File: src/rtl/fm_modulator.sv
// Audio-to-baseband FM modulator: scaled audio steers a phase accumulator whose
// phase is turned into signed 12-bit I/Q through a folded quarter-wave sine table.
module fm_modulator #(
  parameter int PHASE_W    = 24,
  parameter int CENTER_INC = 0,
  parameter int DEV_SHIFT  = 4,
  parameter int LUT_AW     = 8
) (
  input  logic        clk,
  input  logic        rst,
  input  logic [11:0] audio_in,
  input  logic        audio_valid,
  input  logic        mute,
  output logic [11:0] I_out,
  output logic [11:0] Q_out,
  output logic        out_valid
);

  localparam int LUT_DEPTH = 1 << LUT_AW;
  localparam int P_W       = LUT_AW + 2;
  localparam logic [PHASE_W-1:0] CENTER_INC_W = PHASE_W'(CENTER_INC);

  // The half-step angle offset makes ~a map exactly onto the mirrored quadrant.
  function automatic logic [LUT_DEPTH*11-1:0] build_table();
    logic [LUT_DEPTH*11-1:0] t;
    real x;
    t = '0;
    for (int k = 0; k < LUT_DEPTH; k++) begin
      x = 2047.0 * $sin(3.14159265358979 / 2.0 * (real'(k) + 0.5) / real'(LUT_DEPTH));
      t[k*11 +: 11] = 11'($rtoi(x + 0.5));
    end
    return t;
  endfunction

  localparam logic [LUT_DEPTH*11-1:0] SINE_TABLE = build_table();

  function automatic logic [10:0] lut_mag(input logic [P_W-1:0] p);
    logic [LUT_AW-1:0] a;
    logic [LUT_AW-1:0] idx;
    a = p[LUT_AW-1:0];
    if (p[LUT_AW]) begin
      idx = ~a;
    end else begin
      idx = a;
    end
    return SINE_TABLE[int'(idx)*11 +: 11];
  endfunction

  logic [PHASE_W-1:0] inc_d, inc_q;
  logic [PHASE_W-1:0] phase_d, phase_q;
  logic               v1_d, v1_q, v2_d, v2_q, v3_d, v3_q;
  logic [10:0]        sin_mag_d, sin_mag_q, cos_mag_d, cos_mag_q;
  logic               sin_neg_d, sin_neg_q, cos_neg_d, cos_neg_q;
  logic [11:0]        i_out_d, i_out_q, q_out_d, q_out_q;
  logic               out_valid_d, out_valid_q;

  logic [11:0]        audio_eff;
  logic [PHASE_W-1:0] audio_ext;
  logic [P_W-1:0]     p_sin, p_cos;
  logic               unused_phase_lsbs;

  assign unused_phase_lsbs = ^phase_q[PHASE_W-P_W-1:0];

  // Stage 1 and 2: form the per-sample increment, then advance the phase.
  always_comb begin
    if (mute) begin
      audio_eff = 12'd0;
    end else begin
      audio_eff = audio_in;
    end
    audio_ext = {{(PHASE_W-12){audio_eff[11]}}, audio_eff};
    if (audio_valid) begin
      inc_d = CENTER_INC_W + (audio_ext << DEV_SHIFT);
    end else begin
      inc_d = inc_q;
    end
    v1_d = audio_valid;
    if (v1_q) begin
      phase_d = phase_q + inc_q;
    end else begin
      phase_d = phase_q;
    end
    v2_d = v1_q;
  end

  // Stage 3 and 4: quadrant fold with registered table read, then signed outputs.
  always_comb begin
    p_sin     = phase_q[PHASE_W-1 -: P_W];
    p_cos     = p_sin + P_W'(LUT_DEPTH);
    sin_mag_d = lut_mag(p_sin);
    cos_mag_d = lut_mag(p_cos);
    sin_neg_d = p_sin[P_W-1];
    cos_neg_d = p_cos[P_W-1];
    v3_d      = v2_q;
    if (v3_q) begin
      if (cos_neg_q) begin
        i_out_d = 12'd0 - {1'b0, cos_mag_q};
      end else begin
        i_out_d = {1'b0, cos_mag_q};
      end
      if (sin_neg_q) begin
        q_out_d = 12'd0 - {1'b0, sin_mag_q};
      end else begin
        q_out_d = {1'b0, sin_mag_q};
      end
    end else begin
      i_out_d = i_out_q;
      q_out_d = q_out_q;
    end
    out_valid_d = v3_q;
  end

  // Pipeline state; reset discards everything in flight and restarts the phase at 0.
  always_ff @(posedge clk or posedge rst) begin
    if (rst) begin
      inc_q       <= '0;
      phase_q     <= '0;
      v1_q        <= 1'b0;
      v2_q        <= 1'b0;
      v3_q        <= 1'b0;
      sin_mag_q   <= 11'd0;
      cos_mag_q   <= 11'd0;
      sin_neg_q   <= 1'b0;
      cos_neg_q   <= 1'b0;
      i_out_q     <= 12'd0;
      q_out_q     <= 12'd0;
      out_valid_q <= 1'b0;
    end else begin
      inc_q       <= inc_d;
      phase_q     <= phase_d;
      v1_q        <= v1_d;
      v2_q        <= v2_d;
      v3_q        <= v3_d;
      sin_mag_q   <= sin_mag_d;
      cos_mag_q   <= cos_mag_d;
      sin_neg_q   <= sin_neg_d;
      cos_neg_q   <= cos_neg_d;
      i_out_q     <= i_out_d;
      q_out_q     <= q_out_d;
      out_valid_q <= out_valid_d;
    end
  end

  assign I_out     = i_out_q;
  assign Q_out     = q_out_q;
  assign out_valid = out_valid_q;

endmodule

File: config.mk
export PLATFORM = sky130hd
export DESIGN_NAME = fm_modulator
export DESIGN_NICKNAME = d
export VERILOG_FILES = /design/src/rtl/fm_modulator.sv
export SDC_FILE = /design/constraint.sdc
export NUM_CORES = 1
export LEC_CHECK = 0
export CAP_MARGIN = 10
export CELL_PAD_IN_SITES_DETAIL_PLACEMENT = 2
export CELL_PAD_IN_SITES_GLOBAL_PLACEMENT = 2
export CORE_MARGIN = 2
export CORE_UTILIZATION = 25
export DETAILED_ROUTE_END_ITERATION = 8
export PLACE_DENSITY_LB_ADDON = 0.1
export SKIP_CTS_REPAIR_TIMING = 1
export SLEW_MARGIN = 10
export SYNTH_ARGS = -nofsm -noshare
export SYNTH_HDL_FRONTEND = slang
export SYNTH_SLANG_ARGS = --single-unit
File: constraint.sdc
create_clock -name clk -period 4.9 [get_ports clk]
set_clock_uncertainty 0.1 [all_clocks]
set_input_delay 0.98 -clock clk [delete_from_list [all_inputs] [get_ports clk]]
set_output_delay 0.98 -clock clk [all_outputs]
set_load 0.01 [all_outputs]
==> results.tsv <==
metric	value	unit
status	complete, no violations	
grt ovf	0	
synth unique cells	95	
Post-Syn Area per Cell	6.85	um^2
Die Wd	235	um
clk slew on worst S/H paths	80	ps
Nets	1989	
startpoint types	flip-flop	
antenna violations before repair	5	
IO Port Bufs	40	
Clock Latency Late Sink	380	ps
vias in the first global route	18100	
CTS buffer count	9	
most frequent CP cell	buf_4	
WL/cell	39.8	um
Synth warnings	0	
final hold violation count	0	
GPL Wtd Cong	1.04	
setup TNS	0	ps
antenna-violating nets left	0	
EDFF count, synth	0	
CTS tree	done	
Routed WL	104	mm
clk sink count	84	
Synth Cell Area	13300	um^2
first-pass GRT wire length	145	mm
die extent in y	235	um
setup violators final	0	
pin count of the biggest net entering global routing	104	
post-synthesis sequential area ratio	15.8	%
share of cells above drive strength 1	11.6	%
Top Family by Delay on Critical Path	buffers and inverters	
CP max stage delay	550	ps
gr usage total	36.4	%
Layout area overhead	12.1	%
crit path max fanout	42	
post-detail-place hpwl	76.2	mm
Rows	84	
DIE AREA	55200	um^2
H-tree depth	3	
Final Util	28.4	%
Hold Crit Class	flip-flop to flip-flop	
critical path cell sequence	buf_4, xor2_4, buf_4, ha_1, buf_4, nor3_1, nor3_1, o22ai_1, o21ai_0, o21ai_0, a31oi_1, o32a_1	
vias	18000	
CP max stage cell	buf_4	
post-synth top area cell	dfrtp_1	
syn_nets	2014	
router iterations before antenna repair	6	
routed vias/inst	6.86	
RSZ-0062 raised after global routing	no	
Max Cap Violations	0	
clock root buffer	clkbuf_16	
WS Path Type	flip-flop to flip-flop	
Final Cycle Share	84.9	%
Detailed Route Iter0 Violations	2288	
WP data required	5120	ps
area share of the largest cell type after synthesis	15.8	%
cell count after synthesis	1948	
Worst slew margin	22.2	%
CORE AREA	52700	um^2
boundary pin count	41	
Primary FF master, synth	dfrtp_1	
Max Fclk	240	MHz
Worst-Margin Slew	1160	ps
Tmin final	4160	ps
Buf/Inv on CP	3	
fin. max-slew vios	0	
Clock Path Buffers	2	
most frequent cells in the layout	a21oi_1 (215), nand2_1 (196), o21ai_0 (194)	
CP endpoint kind	flip-flop	
# DRC	0	
Initial Util	25.3	%
fraction of registers with async set/reset	100	%
most common cell after layout, fill and taps aside	a21oi_1	
register bit total from synthesis	84	
ranking of synthesized cells by area	dfrtp_1 (16%), a21oi_1 (8.1%), o21ai_0 (7.4%)	
worst path arrival time	4380	ps
[final cells by class]
type | count | area (um^2)
Fill cell | 6258 | 37700
Multi-Input combinational cell | 1592 | 9950
Sequential cell | 84 | 2120
Timing Repair Buffer | 182 | 1520
Tap cell | 688 | 861
Clock buffer | 11 | 243
Inverter | 54 | 208
Clock inverter | 5 | 61.3
Antenna cell | 2 | 5.00
[per-layer routing]
metal | GRT usage [%] | vias up | part of all wire (%)
met2 | 53.1 | 1207 | 41
met3 | 7.91 | 435 | 9.6
met4 | 23.3 | 2 | 7.5
li1 | - | 7274 | -
met5 | 0 | - | 0.012
met1 | 48.4 | 9051 | 42
[path summary, 6_finish.rpt]
check / slack, ps / start / to / depth (start not counted)
worst max-delay path: 740 / phase_q[22] / cos_mag_q[3] / 12
worst min-delay path: 260 / v2_q / out_valid_d / 0
worst max register to register: 740 / phase_q[22] / cos_mag_q[3] / 12
worst min register to register: 260 / v2_q / out_valid_d / 0
max in group asynchronous: 2960 / rst / Q_out[1] / 3
min in group asynchronous: 970 / rst / cos_mag_q[0] / 2
[registers in the layout, summed over array words and instances (netlist names)]
signal / flops
inc_q: 12
v2_q: 1
cos_neg_q: 1
I_out: 12
phase_q: 20
out_valid: 1
v1_q: 1
sin_mag_q: 11
Q_out: 12
out_valid_d: 1
cos_mag_q: 11
sin_neg_q: 1
[cells in the mapped netlist (36+ instances only)]
library cell  number
o21ai_0          196
dfrtp_1           84
ha_1              49
o211ai_1          48
inv_1             52
nor3_1            38
nand2b_1          36
nand2_1          196
nor2_1           158
o22ai_1           52
a211oi_1          43
clkbuf_1          89
nor2b_1           38
nand3_1           39
a31oi_1           45
a21oi_1          215
buf_2             87
[cell families (layout without fill, tap and decap cells)]
logic type               Yosys count  after routing  synth area share (%)
flip-flops                        84             84                  15.8
XOR/XNOR                          48             48                  3.38
adder cells (fa/ha/maj)           50             50                  4.74
other                              0              2                     0
buffers and inverters            272            252                  10.1
AO/OA/AOI/OAI                    860            860                  42.0
AND/OR/NAND/NOR                  604            604                  21.3
multiplexers                      30             30                  2.78
[through the flow]
step / worst slack (ps) / hold WS, ps / cell area, um^2 / cells
floorplan: 1020 / 231 / 13300 / 1948
global placement: 950 / 237 / 14700 / 2600
detailed placement: 913 / 248 / 14700 / 2600
CTS: 859 / 263 / 15000 / 2616
global route: 629 / 278 / 15000 / 2616
finish: 738 / 255 / 15000 / 2618
Power is left out: the tool's default activity adds up to more than one toggle a clock period on the data nets, which glitch-free logic cannot reach.
